==> config.mk <==
export PLATFORM = sky130hd
export DESIGN_NAME = mips_multicycle_ctrl
export DESIGN_NICKNAME = d
export VERILOG_FILES = /design/src/rtl/mips_multicycle_ctrl.sv
export SDC_FILE = /design/constraint.sdc
export NUM_CORES = 1
export LEC_CHECK = 0
export ABC_AREA = 0
export BUFFER_PORTS_ARGS = -buffer_cell sky130_fd_sc_hd__buf_2
export CORE_ASPECT_RATIO = 1.25
export CORE_MARGIN = 2
export CORE_UTILIZATION = 25
export CTS_CLUSTER_DIAMETER = 200
export CTS_CLUSTER_SIZE = 28
export DETAILED_ROUTE_END_ITERATION = 16
export SLEW_MARGIN = 15
export SYNTH_ARGS = -nofsm -noshare
export SYNTH_HDL_FRONTEND = slang
export SYNTH_SLANG_ARGS = --single-unit
==> constraint.sdc <==
create_clock -name clk -period 2.1 [get_ports clk]
set_clock_uncertainty 0.1 [all_clocks]
set_input_delay 0.315 -clock clk [delete_from_list [all_inputs] [get_ports clk]]
set_output_delay 0.315 -clock clk [all_outputs]
set_load 0.01 [all_outputs]
==> src/rtl/mips_multicycle_ctrl.sv <==
// Multicycle MIPS control FSM: FETCH/DECODE/MEM/EXEC/WB sequencing and
// datapath control decode. Optional memory wait: MULTICYCLE_MEMWAIT_EN.
//
// Ports:
//   clk, rst            : clock, synchronous active-high reset
//   Op, Funct           : opcode and R-type function field from the IR
//   Zero                : ALU zero flag (used in BRANCH)
//   MemReady            : memory handshake (only with MULTICYCLE_MEMWAIT_EN)
//   PCEn .. IllegalOp   : 1-bit datapath controls
//   ALUSrcB, PCSrc      : 2-bit mux selects
//   ALUControl          : 4-bit ALU operation
module mips_multicycle_ctrl (
   input  logic       clk,
   input  logic       rst,
   input  logic [5:0] Op,
   input  logic [5:0] Funct,
   input  logic       Zero,
   input  logic       MemReady,
   output logic       PCEn,
   output logic       IorD,
   output logic       MemRead,
   output logic       MemWrite,
   output logic       IRWrite,
   output logic       RegDst,
   output logic       MemtoReg,
   output logic       RegWrite,
   output logic       ALUSrcA,
   output logic       ExtOp,
   output logic       ShamtSrc,
   output logic       IllegalOp,
   output logic [1:0] ALUSrcB,
   output logic [1:0] PCSrc,
   output logic [3:0] ALUControl
);

   localparam logic [5:0] OP_R     = 6'b000000;
   localparam logic [5:0] OP_J     = 6'b000010;
   localparam logic [5:0] OP_BEQ   = 6'b000100;
   localparam logic [5:0] OP_BNE   = 6'b000101;
   localparam logic [5:0] OP_ADDI  = 6'b001000;
   localparam logic [5:0] OP_ADDIU = 6'b001001;
   localparam logic [5:0] OP_ANDI  = 6'b001100;
   localparam logic [5:0] OP_ORI   = 6'b001101;
   localparam logic [5:0] OP_XORI  = 6'b001110;
   localparam logic [5:0] OP_LUI   = 6'b001111;
   localparam logic [5:0] OP_LW    = 6'b100011;
   localparam logic [5:0] OP_SW    = 6'b101011;

   localparam logic [3:0] ALU_ADD = 4'b0000;
   localparam logic [3:0] ALU_SUB = 4'b0001;
   localparam logic [3:0] ALU_AND = 4'b0010;
   localparam logic [3:0] ALU_OR  = 4'b0011;
   localparam logic [3:0] ALU_XOR = 4'b0100;
   localparam logic [3:0] ALU_SLL = 4'b0101;
   localparam logic [3:0] ALU_LUI = 4'b0110;
   localparam logic [3:0] ALU_SRL = 4'b0111;
   localparam logic [3:0] ALU_SRA = 4'b1101;

   typedef enum logic [3:0] {
      FETCH, DECODE, MEMADR, MEMRD, MEMWB, MEMWR,
      EXEC_R, EXEC_I, ALUWB, BRANCH, JUMP
   } state_t;

   state_t state;
   state_t state_nxt;
   logic   is_rtype;
   logic   mem_ok;
   logic   r_legal;
   logic   r_shv;
   logic [3:0] r_alu;

`ifdef MULTICYCLE_MEMWAIT_EN
   assign mem_ok = MemReady;
`else
   logic unused_mem_ready;
   assign unused_mem_ready = MemReady;
   assign mem_ok = 1'b1;
`endif

   // R-type function decode
   always_comb begin
      r_legal = 1'b1;
      r_shv   = 1'b0;
      r_alu   = ALU_ADD;
      case (Funct)
         6'b100000, 6'b100001: r_alu = ALU_ADD;
         6'b100010, 6'b100011: r_alu = ALU_SUB;
         6'b100100:            r_alu = ALU_AND;
         6'b100101:            r_alu = ALU_OR;
         6'b100110:            r_alu = ALU_XOR;
         6'b000000:            r_alu = ALU_SLL;
         6'b000010:            r_alu = ALU_SRL;
         6'b000011:            r_alu = ALU_SRA;
         6'b000100: begin r_alu = ALU_SLL; r_shv = 1'b1; end
         6'b000110: begin r_alu = ALU_SRL; r_shv = 1'b1; end
         6'b000111: begin r_alu = ALU_SRA; r_shv = 1'b1; end
         default:              r_legal = 1'b0;
      endcase
   end

   always_comb begin
      state_nxt = state;
      case (state)
         FETCH:  if (mem_ok) state_nxt = DECODE;
         DECODE: begin
            case (Op)
               OP_LW, OP_SW:  state_nxt = MEMADR;
               OP_R:          state_nxt = EXEC_R;
               OP_ADDI, OP_ADDIU, OP_ANDI,
               OP_ORI, OP_XORI, OP_LUI:
                              state_nxt = EXEC_I;
               OP_BEQ, OP_BNE: state_nxt = BRANCH;
               OP_J:          state_nxt = JUMP;
               default:       state_nxt = FETCH;
            endcase
         end
         MEMADR: state_nxt = (Op == OP_SW) ? MEMWR : MEMRD;
         MEMRD:  if (mem_ok) state_nxt = MEMWB;
         MEMWR:  if (mem_ok) state_nxt = FETCH;
         EXEC_R: state_nxt = r_legal ? ALUWB : FETCH;
         EXEC_I: state_nxt = ALUWB;
         default: state_nxt = FETCH;
      endcase
   end

   always_ff @(posedge clk) begin
      if (rst) begin
         state    <= FETCH;
         is_rtype <= 1'b0;
      end else begin
         state <= state_nxt;
         if (state == DECODE)
            is_rtype <= (Op == OP_R);
      end
   end

   // Outputs are decoded from the state register rather than registered,
   // since BRANCH must see the live Zero flag from this cycle's subtract.
   always_comb begin
      PCEn       = 1'b0;
      IorD       = 1'b0;
      MemRead    = 1'b0;
      MemWrite   = 1'b0;
      IRWrite    = 1'b0;
      RegDst     = 1'b0;
      MemtoReg   = 1'b0;
      RegWrite   = 1'b0;
      ALUSrcA    = 1'b0;
      ExtOp      = 1'b0;
      ShamtSrc   = 1'b0;
      IllegalOp  = 1'b0;
      ALUSrcB    = 2'b00;
      PCSrc      = 2'b00;
      ALUControl = ALU_ADD;
      case (state)
         FETCH: begin
            MemRead = 1'b1;
            ALUSrcB = 2'b01;
            IRWrite = mem_ok;
            PCEn    = mem_ok;
         end
         DECODE: begin
            ALUSrcB   = 2'b11;
            ExtOp     = 1'b1;
            IllegalOp = (state_nxt == FETCH);
         end
         MEMADR: begin
            ALUSrcA = 1'b1;
            ALUSrcB = 2'b10;
            ExtOp   = 1'b1;
         end
         MEMRD: begin
            MemRead = 1'b1;
            IorD    = 1'b1;
         end
         MEMWB: begin
            RegWrite = 1'b1;
            MemtoReg = 1'b1;
         end
         MEMWR: begin
            MemWrite = 1'b1;
            IorD     = 1'b1;
         end
         EXEC_R: begin
            ALUSrcA    = 1'b1;
            ALUControl = r_alu;
            ShamtSrc   = r_shv;
            IllegalOp  = ~r_legal;
         end
         EXEC_I: begin
            ALUSrcA = 1'b1;
            ALUSrcB = 2'b10;
            ExtOp   = (Op == OP_ADDI) || (Op == OP_ADDIU);
            case (Op)
               OP_ANDI: ALUControl = ALU_AND;
               OP_ORI:  ALUControl = ALU_OR;
               OP_XORI: ALUControl = ALU_XOR;
               OP_LUI:  ALUControl = ALU_LUI;
               default: ALUControl = ALU_ADD;
            endcase
         end
         ALUWB: begin
            RegWrite = 1'b1;
            RegDst   = is_rtype;
         end
         BRANCH: begin
            ALUSrcA    = 1'b1;
            ALUControl = ALU_SUB;
            PCSrc      = 2'b01;
            PCEn       = ((Op == OP_BEQ) & Zero) | ((Op == OP_BNE) & ~Zero);
         end
         JUMP: begin
            PCSrc = 2'b10;
            PCEn  = 1'b1;
         end
         default: ;
      endcase
      // Reset suppresses every write strobe regardless of state.
      if (rst) begin
         PCEn      = 1'b0;
         MemRead   = 1'b0;
         MemWrite  = 1'b0;
         IRWrite   = 1'b0;
         RegWrite  = 1'b0;
         IllegalOp = 1'b0;
      end
   end

endmodule
==> out/results.tsv, run 1 <==
stage	metric	value	unit
run_status	status	finished, final reports clean	
logic_synthesis	register bit total from synthesis	5	
logic_synthesis	Synth Cell Area	727	um^2
routing	First-pass DRT Iterations	5	
timing	Slew Limit Headroom	0.758	
routing	Residual DRC	0	
routing	drt total wl	2350	um
placement	IO buf count	34	
logic_synthesis	post-synthesis sequential area ratio	0.138	
worst_setup_path	Slowest cell on crit path	dfxtp_4	
logic_synthesis	Async SR Flop Fraction	0	
floorplanning	die area	3360	um^2
routing	WL/cell	12.3	um
flow_run	Max-Cap Viols	0	
power	VDD IR-drop max	0.000243	V
timing	unrepaired setup endpoints after global routing	true	
worst_setup_path	RR Startpoint	state[1]	
timing	post-route setup TNS	0	ps
logic_synthesis	Mean Syn Cell Area	6.73	um^2
logic_synthesis	count leader, synth	nor2_1	
cts	CTS Buf Count	3	
logic_synthesis	unique cell type count in the Yosys netlist	39	
placement	placed instance area	966	um^2
cts	CTS tree	built	
finish	Final Instance Area	1130	um^2
min_path	Min-Delay Startpoint	rst	
power	cell internal pwr	246	uW
floorplanning	I/O pin total	36	
global_route	Total GRT Usage	0.139	
min_path	hold path cells	2	
power	sequential share of power	0.283	
global_route	antenna violations before repair	0	
timing	min cycle time layout	2060	ps
cts	H-tree levels	1	
worst_setup_path	WS Path Type	reg -> out	
power	Clk pwr share	0.287	
cts	Clock Sinks	5	
floorplanning	row count	21	
cts	clock root buffer	clkbuf_4	
logic_synthesis	Syn Inst Count	108	
logic_synthesis	post-synth net total	124	
cts	worst skew pair latency	240	ps
logic_synthesis	Post-synth EDFFs	0	
worst_setup_path	Crit path largest cell delay	370	ps
timing	# setup viols final	0	
logic_synthesis	Synth area leader	dfxtp_1	
cts	Hold Buf Count CTS	0	
finish	antenna cells	0	
timing	final-report hold violation count	0	
global_route	grt total ovfl	0	
worst_setup_path	WP data arrival	1650	ps
min_path	HP Class	in -> reg	
logic_synthesis	top_reg_cell synth	dfxtp_1	
routing	vias per cell	5.22	
global_route	first-pass GRT wire length	3710	um
finish	# nets final	173	
worst_setup_path	Critical Path RT	1680	ps
routing	Antenna Violating Nets Remaining	0	
power	Leak	0.000502	uW
logic_synthesis	Synth top cells by count	20 x nor2_1, 9 x nand2_1, 7 x o21ai_0	
worst_setup_path	CP Max Fanout	6	
finish	share of cells above drive strength 1	0.455	
cts	maximum clock path buffer count	2	
worst_setup_path	Crit path max-delay family	simple AND/OR/NAND/NOR gates	
cts	Reg clk slew, reported paths	40	ps
timing	Least-Margin Pin Slew	359	ps
logic_synthesis	top-area cell type share of the netlist area	0.138	
placement	HPWL Detailed	1760	um
timing	Max Fclk	485	MHz
worst_setup_path	Levels on crit path	6	
routing	vias	992	
global_route	pin count of the biggest net entering global routing	12	
worst_setup_path	Bufs and invs on worst path	1	
worst_setup_path	worst path cell trace	nand2b_4, or3_4, nor2_2, a21oi_1, a31o_1, buf_2	
power	combinational fraction of design power	0.430	
floorplanning	Initial Util	0.266	
floorplanning	Die X	52.2	um
timing	Hold Slack	264	ps
logic_synthesis	top post-synthesis cells by area	dfxtp_1 14%, nor2_1 10%, nor3b_1 5.2%	
worst_setup_path	crit path launch type	flip-flop	
routing	1st-iter DRT viols	28	
timing	max-slew violation count	0	
power	Sw Pwr	130	uW
power	PwrDens	332	nW/um^2
worst_setup_path	Worst R2R Path Depth	11	
placement	gpl congestion	0.806	
floorplanning	Die Ht	64.3	um
finish	Layout Cells excl Fill	190	
worst_setup_path	Worst Setup End Kind	primary output	
power	Sw Ratio	0.346	
timing	fin crit share	0.981	
placement	placed cells	177	
finish	Area Overhead vs Synth	55.6	%
worst_setup_path	Critical path origin	state[1]	
floorplanning	core area	2730	um^2
global_route	vias in the first global route	902	
logic_synthesis	Ys Warns	0	
==> per-stage QoR <==
step	setup WS (ps)	util	total power [uW]
finish	38.9	0.414	376
global route	-7.57	0.414	406
CTS	15.6	0.396	375
detailed placement	107	0.353	245
global placement	104	0.353	244
floorplan	328	-	189
==> cell families (layout without fill, tap and decap cells) <==
logic type      count (synthesis)  in the layout  synth area share
simple gates                   61             61             0.475
compound gates                 29             29             0.291
buf+inv                        11             59            0.0723
flops                           5              5             0.138
xor+xnor                        2              2            0.0241
==> state kept, by name, indices dropped and copies added, names as in the netlist <==
| register | cells |
|---|---|
| state | 4 |
| is_rtype | 1 |
==> final timing paths <==
| check | endpoint | slack, ps |
|---|---|---|
| setup / recovery | IllegalOp | 40 |
| hold / removal | state[1] | 260 |
| setup reg to reg | state[1] | 50 |
| hold reg to reg | is_rtype | 450 |
==> routing by layer <==
layer	GRT usage	wire length, um
met4	0.0288	0
met2	0.274	1240
met3	0.0210	140
met1	0.150	962
met5	0	0
==> cell type report <==
cell class / instances / area [um^2]
clock buffer: 4 / 26.3
fill: 290 / 1600
inverter: 3 / 11.3
multi-input combinational: 92 / 629
sequential: 5 / 108
tap: 34 / 42.5
timing repair buffer: 52 / 314
==> repair_timing <==
| action | CTS | global route |
|---|---|---|
| gates resized for setup | 9 | 7 |
| gates cloned | 0 | 0 |
| pin swaps | 2 | 1 |
| setup endpoints to repair | 7 | 6 |
| buffers inserted | 7 | 2 |
==> power by group through the flow <==
stage / clock (uW) / combinational, uW / sequential (uW)
6_report: 108 / 162 / 106
5_1_grt: 122 / 178 / 106
4_1_cts: 114 / 155 / 106
3_5_place_dp: 0 / 138 / 107
3_3_place_gp: 0 / 137 / 107
2_1_floorplan: 0 / 84.8 / 104
==> placed cells by master (no fill, tap or decap), types with 2 or more instances in the layout <==
master and n:
o21ai_0 7, nor3_1 5, nand3_1 2, a21oi_1 6
a211oi_1 3, o211ai_1 2, nand2b_4 3, nand2_1 9
nor3b_1 3, clkbuf_4 3, inv_1 3, nand2b_1 2
dfxtp_2 3, nor2_1 19, o22ai_1 2, buf_2 34
nor4_1 2, nand4_1 2, o31ai_1 2, or3_1 2
buf_4 16
Note: power is estimated with default switching activity, not from simulation.
==> run 2, diff against run 1 <==
--- a/config.mk
+++ b/config.mk
@@ -13,6 +13,7 @@
 export CTS_CLUSTER_DIAMETER = 200
 export CTS_CLUSTER_SIZE = 28
 export DETAILED_ROUTE_END_ITERATION = 16
+export SKIP_CTS_REPAIR_TIMING = 1
 export SLEW_MARGIN = 15
 export SYNTH_ARGS = -nofsm -noshare
 export SYNTH_HDL_FRONTEND = slang
==> constraint.sdc (replaced) <==
create_clock -name clk -period 2.5 [get_ports clk]
set_clock_uncertainty 0.1 [all_clocks]
set_input_delay 0.375 -clock clk [delete_from_list [all_inputs] [get_ports clk]]
set_output_delay 0.375 -clock clk [all_outputs]
set_load 0.01 [all_outputs]
==> run 2 against run 1 <==
Worst setup slack improved by 150 ps. Wire length fell by 7.8%. Sequential share of layout area rose by 0.81 points. Sequential cell count did not move. Clock power fell by 12%. Via count fell by 5.5%. Global-route usage did not move. Cell count fell by 6.3%. Largest power group unchanged.
==> out/results.tsv, run 2 (synthesis gave the netlist of run 1 again) <==
stage	metric	value	unit	change
min_path	Min-Delay Startpoint	rst		
timing	fin crit share	0.923		
global_route	Total GRT Usage	0.139		unchanged
cts	CTS Buf Count	3		unchanged
routing	drt total wl	2160	um	-7.8%
worst_setup_path	WP data arrival	1830	ps	+180 ps
placement	placed instance area	943	um^2	-2.3%
timing	final-report hold violation count	0		unchanged
worst_setup_path	Critical Path RT	2030	ps	+350 ps
power	PwrDens	307	nW/um^2	-7.6%
worst_setup_path	Bufs and invs on worst path	2		+1
power	VDD IR-drop max	0.000175	V	-28%
floorplanning	Die Ht	64.3	um	unchanged
global_route	pin count of the biggest net entering global routing	12		unchanged
placement	IO buf count	34		unchanged
finish	Area Overhead vs Synth	33.4	%	
placement	placed cells	174		-1.7%
finish	antenna cells	0		unchanged
finish	Final Instance Area	970	um^2	-14%
routing	1st-iter DRT viols	35		+25%
cts	Clock Sinks	5		unchanged
routing	vias per cell	5.26		+0.82%
timing	post-route setup TNS	0	ps	unchanged
finish	# nets final	161		-6.9%
worst_setup_path	Slowest cell on crit path	or3_4		
routing	WL/cell	12.2	um	-1.5%
power	Leak	0.000409	uW	-19%
worst_setup_path	Reg2Reg Setup Slack	1000	ps	+950 ps
worst_setup_path	Worst R2R Path Depth	6		-5
cts	maximum clock path buffer count	2		unchanged
timing	# setup viols final	0		unchanged
worst_setup_path	Crit path max-delay family	simple AND/OR/NAND/NOR gates		
finish	Layout Cells excl Fill	178		-6.3%
routing	First-pass DRT Iterations	4		-1
timing	unrepaired setup endpoints after global routing	false		
placement	HPWL Detailed	1780	um	+0.64%
worst_setup_path	worst path cell trace	buf_4, nand2b_4, or3_4, nor2_1, a21oi_1, a31o_1, buf_2		
worst_setup_path	Reg-to-Reg End	is_rtype		
routing	Residual DRC	0		unchanged
min_path	HP Class	in -> reg		
cts	worst skew pair latency	250	ps	about the same
placement	gpl congestion	0.761		-5.6%
floorplanning	Initial Util	0.266		unchanged
worst_setup_path	Worst Setup End Kind	primary output		
global_route	antenna violations before repair	0		unchanged
global_route	grt total ovfl	0		unchanged
floorplanning	row count	21		unchanged
global_route	first-pass GRT wire length	3660	um	-1.3%
worst_setup_path	Crit path largest cell delay	360	ps	about the same
finish	fin util	0.355		-0.0591
cts	CTS tree	built		
min_path	WHS Endpoint	state[1]		
finish	most common cell after layout, fill and taps aside	buf_2		
timing	Max Fclk	433	MHz	
floorplanning	core area	2730	um^2	unchanged
finish	share of cells above drive strength 1	0.354		-0.101
global_route	vias in the first global route	869		-3.7%
worst_setup_path	CP Max Fanout	7		+1
timing	min cycle time layout	2310	ps	
finish	max reg flops	4		unchanged
floorplanning	Die X	52.2	um	unchanged
finish	biggest regs	state: 4 flops, is_rtype: 1 flops		
timing	Least-Margin Pin Slew	333	ps	-25.9 ps
flow_run	Max-Cap Viols	0		unchanged
finish	Fillers	327		+13%
floorplanning	I/O pin total	36		unchanged
finish	most flop-heavy register	state		
cts	clock root buffer	clkbuf_4		
floorplanning	die area	3360	um^2	unchanged
routing	Antenna Violating Nets Remaining	0		unchanged
run_status	status	finished, final reports clean		
worst_setup_path	WS Path Type	reg -> out		
routing	vias	937		-5.5%
worst_setup_path	crit path launch type	flip-flop		
cts	Reg clk slew, reported paths	40	ps	about the same
timing	Slew Limit Headroom	0.772		+0.0146
cts	H-tree levels	1		unchanged
worst_setup_path	RR Startpoint	state[1]		
timing	max-slew violation count	0		unchanged
finish	commonest non-fill, non-tap cells in the layout	34 x buf_2, 20 x nor2_1, 9 x nand2_1		
min_path	hold path cells	2		unchanged
run 2: per-stage QoR:
step,setup slack [ps],total power (uW),hold slack [ps]
5_1_grt,86.1,320,349
2_1_floorplan,668,159,346
6_report,192,298,335
3_5_place_dp,427,204,408
3_3_place_gp,421,202,406
4_1_cts,184,300,341
run 2: cell type report:
| type | instances | area (um^2) | area share |
|---|---|---|---|
| multi-input cells | 92 | 574 | 0.592 |
| clock buffers | 4 | 26.3 | 0.0271 |
| inverters | 3 | 11.3 | 0.0116 |
| flip-flops and latches | 5 | 100 | 0.103 |
| well taps | 34 | 42.5 | 0.0439 |
| repair buffers | 40 | 215 | 0.222 |
run 2: worst max path at each step:
| stage | start | to | depth (start not counted) |
|---|---|---|---|
| after floorplan | state[2] | RegWrite | 3 |
| after global placement | Op[2] | IllegalOp | 7 |
| after detailed placement | Op[2] | IllegalOp | 7 |
| after CTS | state[1] | IllegalOp | 7 |
| after global routing | state[1] | IllegalOp | 7 |
| final | state[1] | IllegalOp | 7 |
run 2: where the power goes:
| group | switching (uW) | internal, uW |
|---|---|---|
| Sequential | 4.90 | 82.8 |
| Combinational | 66.3 | 48.5 |
| Clock | 34.9 | 60.5 |
| Total | 106 | 192 |
run 2: worst register-to-register path, stage by stage, from the launching register on:
cell and delay, ps:
dfxtp_1 350, buf_4 180, nand2b_4 160, or3_4 360
nor2_1 90, a32oi_1 100, nor2_1 100
run 2: metal layers:
| layer | GRT usage | up-vias | share of wire |
|---|---|---|---|
| met3 | 0.0304 | 7 | 0.070 |
| met2 | 0.236 | 37 | 0.47 |
| met4 | 0.0609 | 0 | 0.020 |
| met5 | 0 | - | 0 |
| li1 | - | 474 | - |
| met1 | 0.164 | 419 | 0.43 |
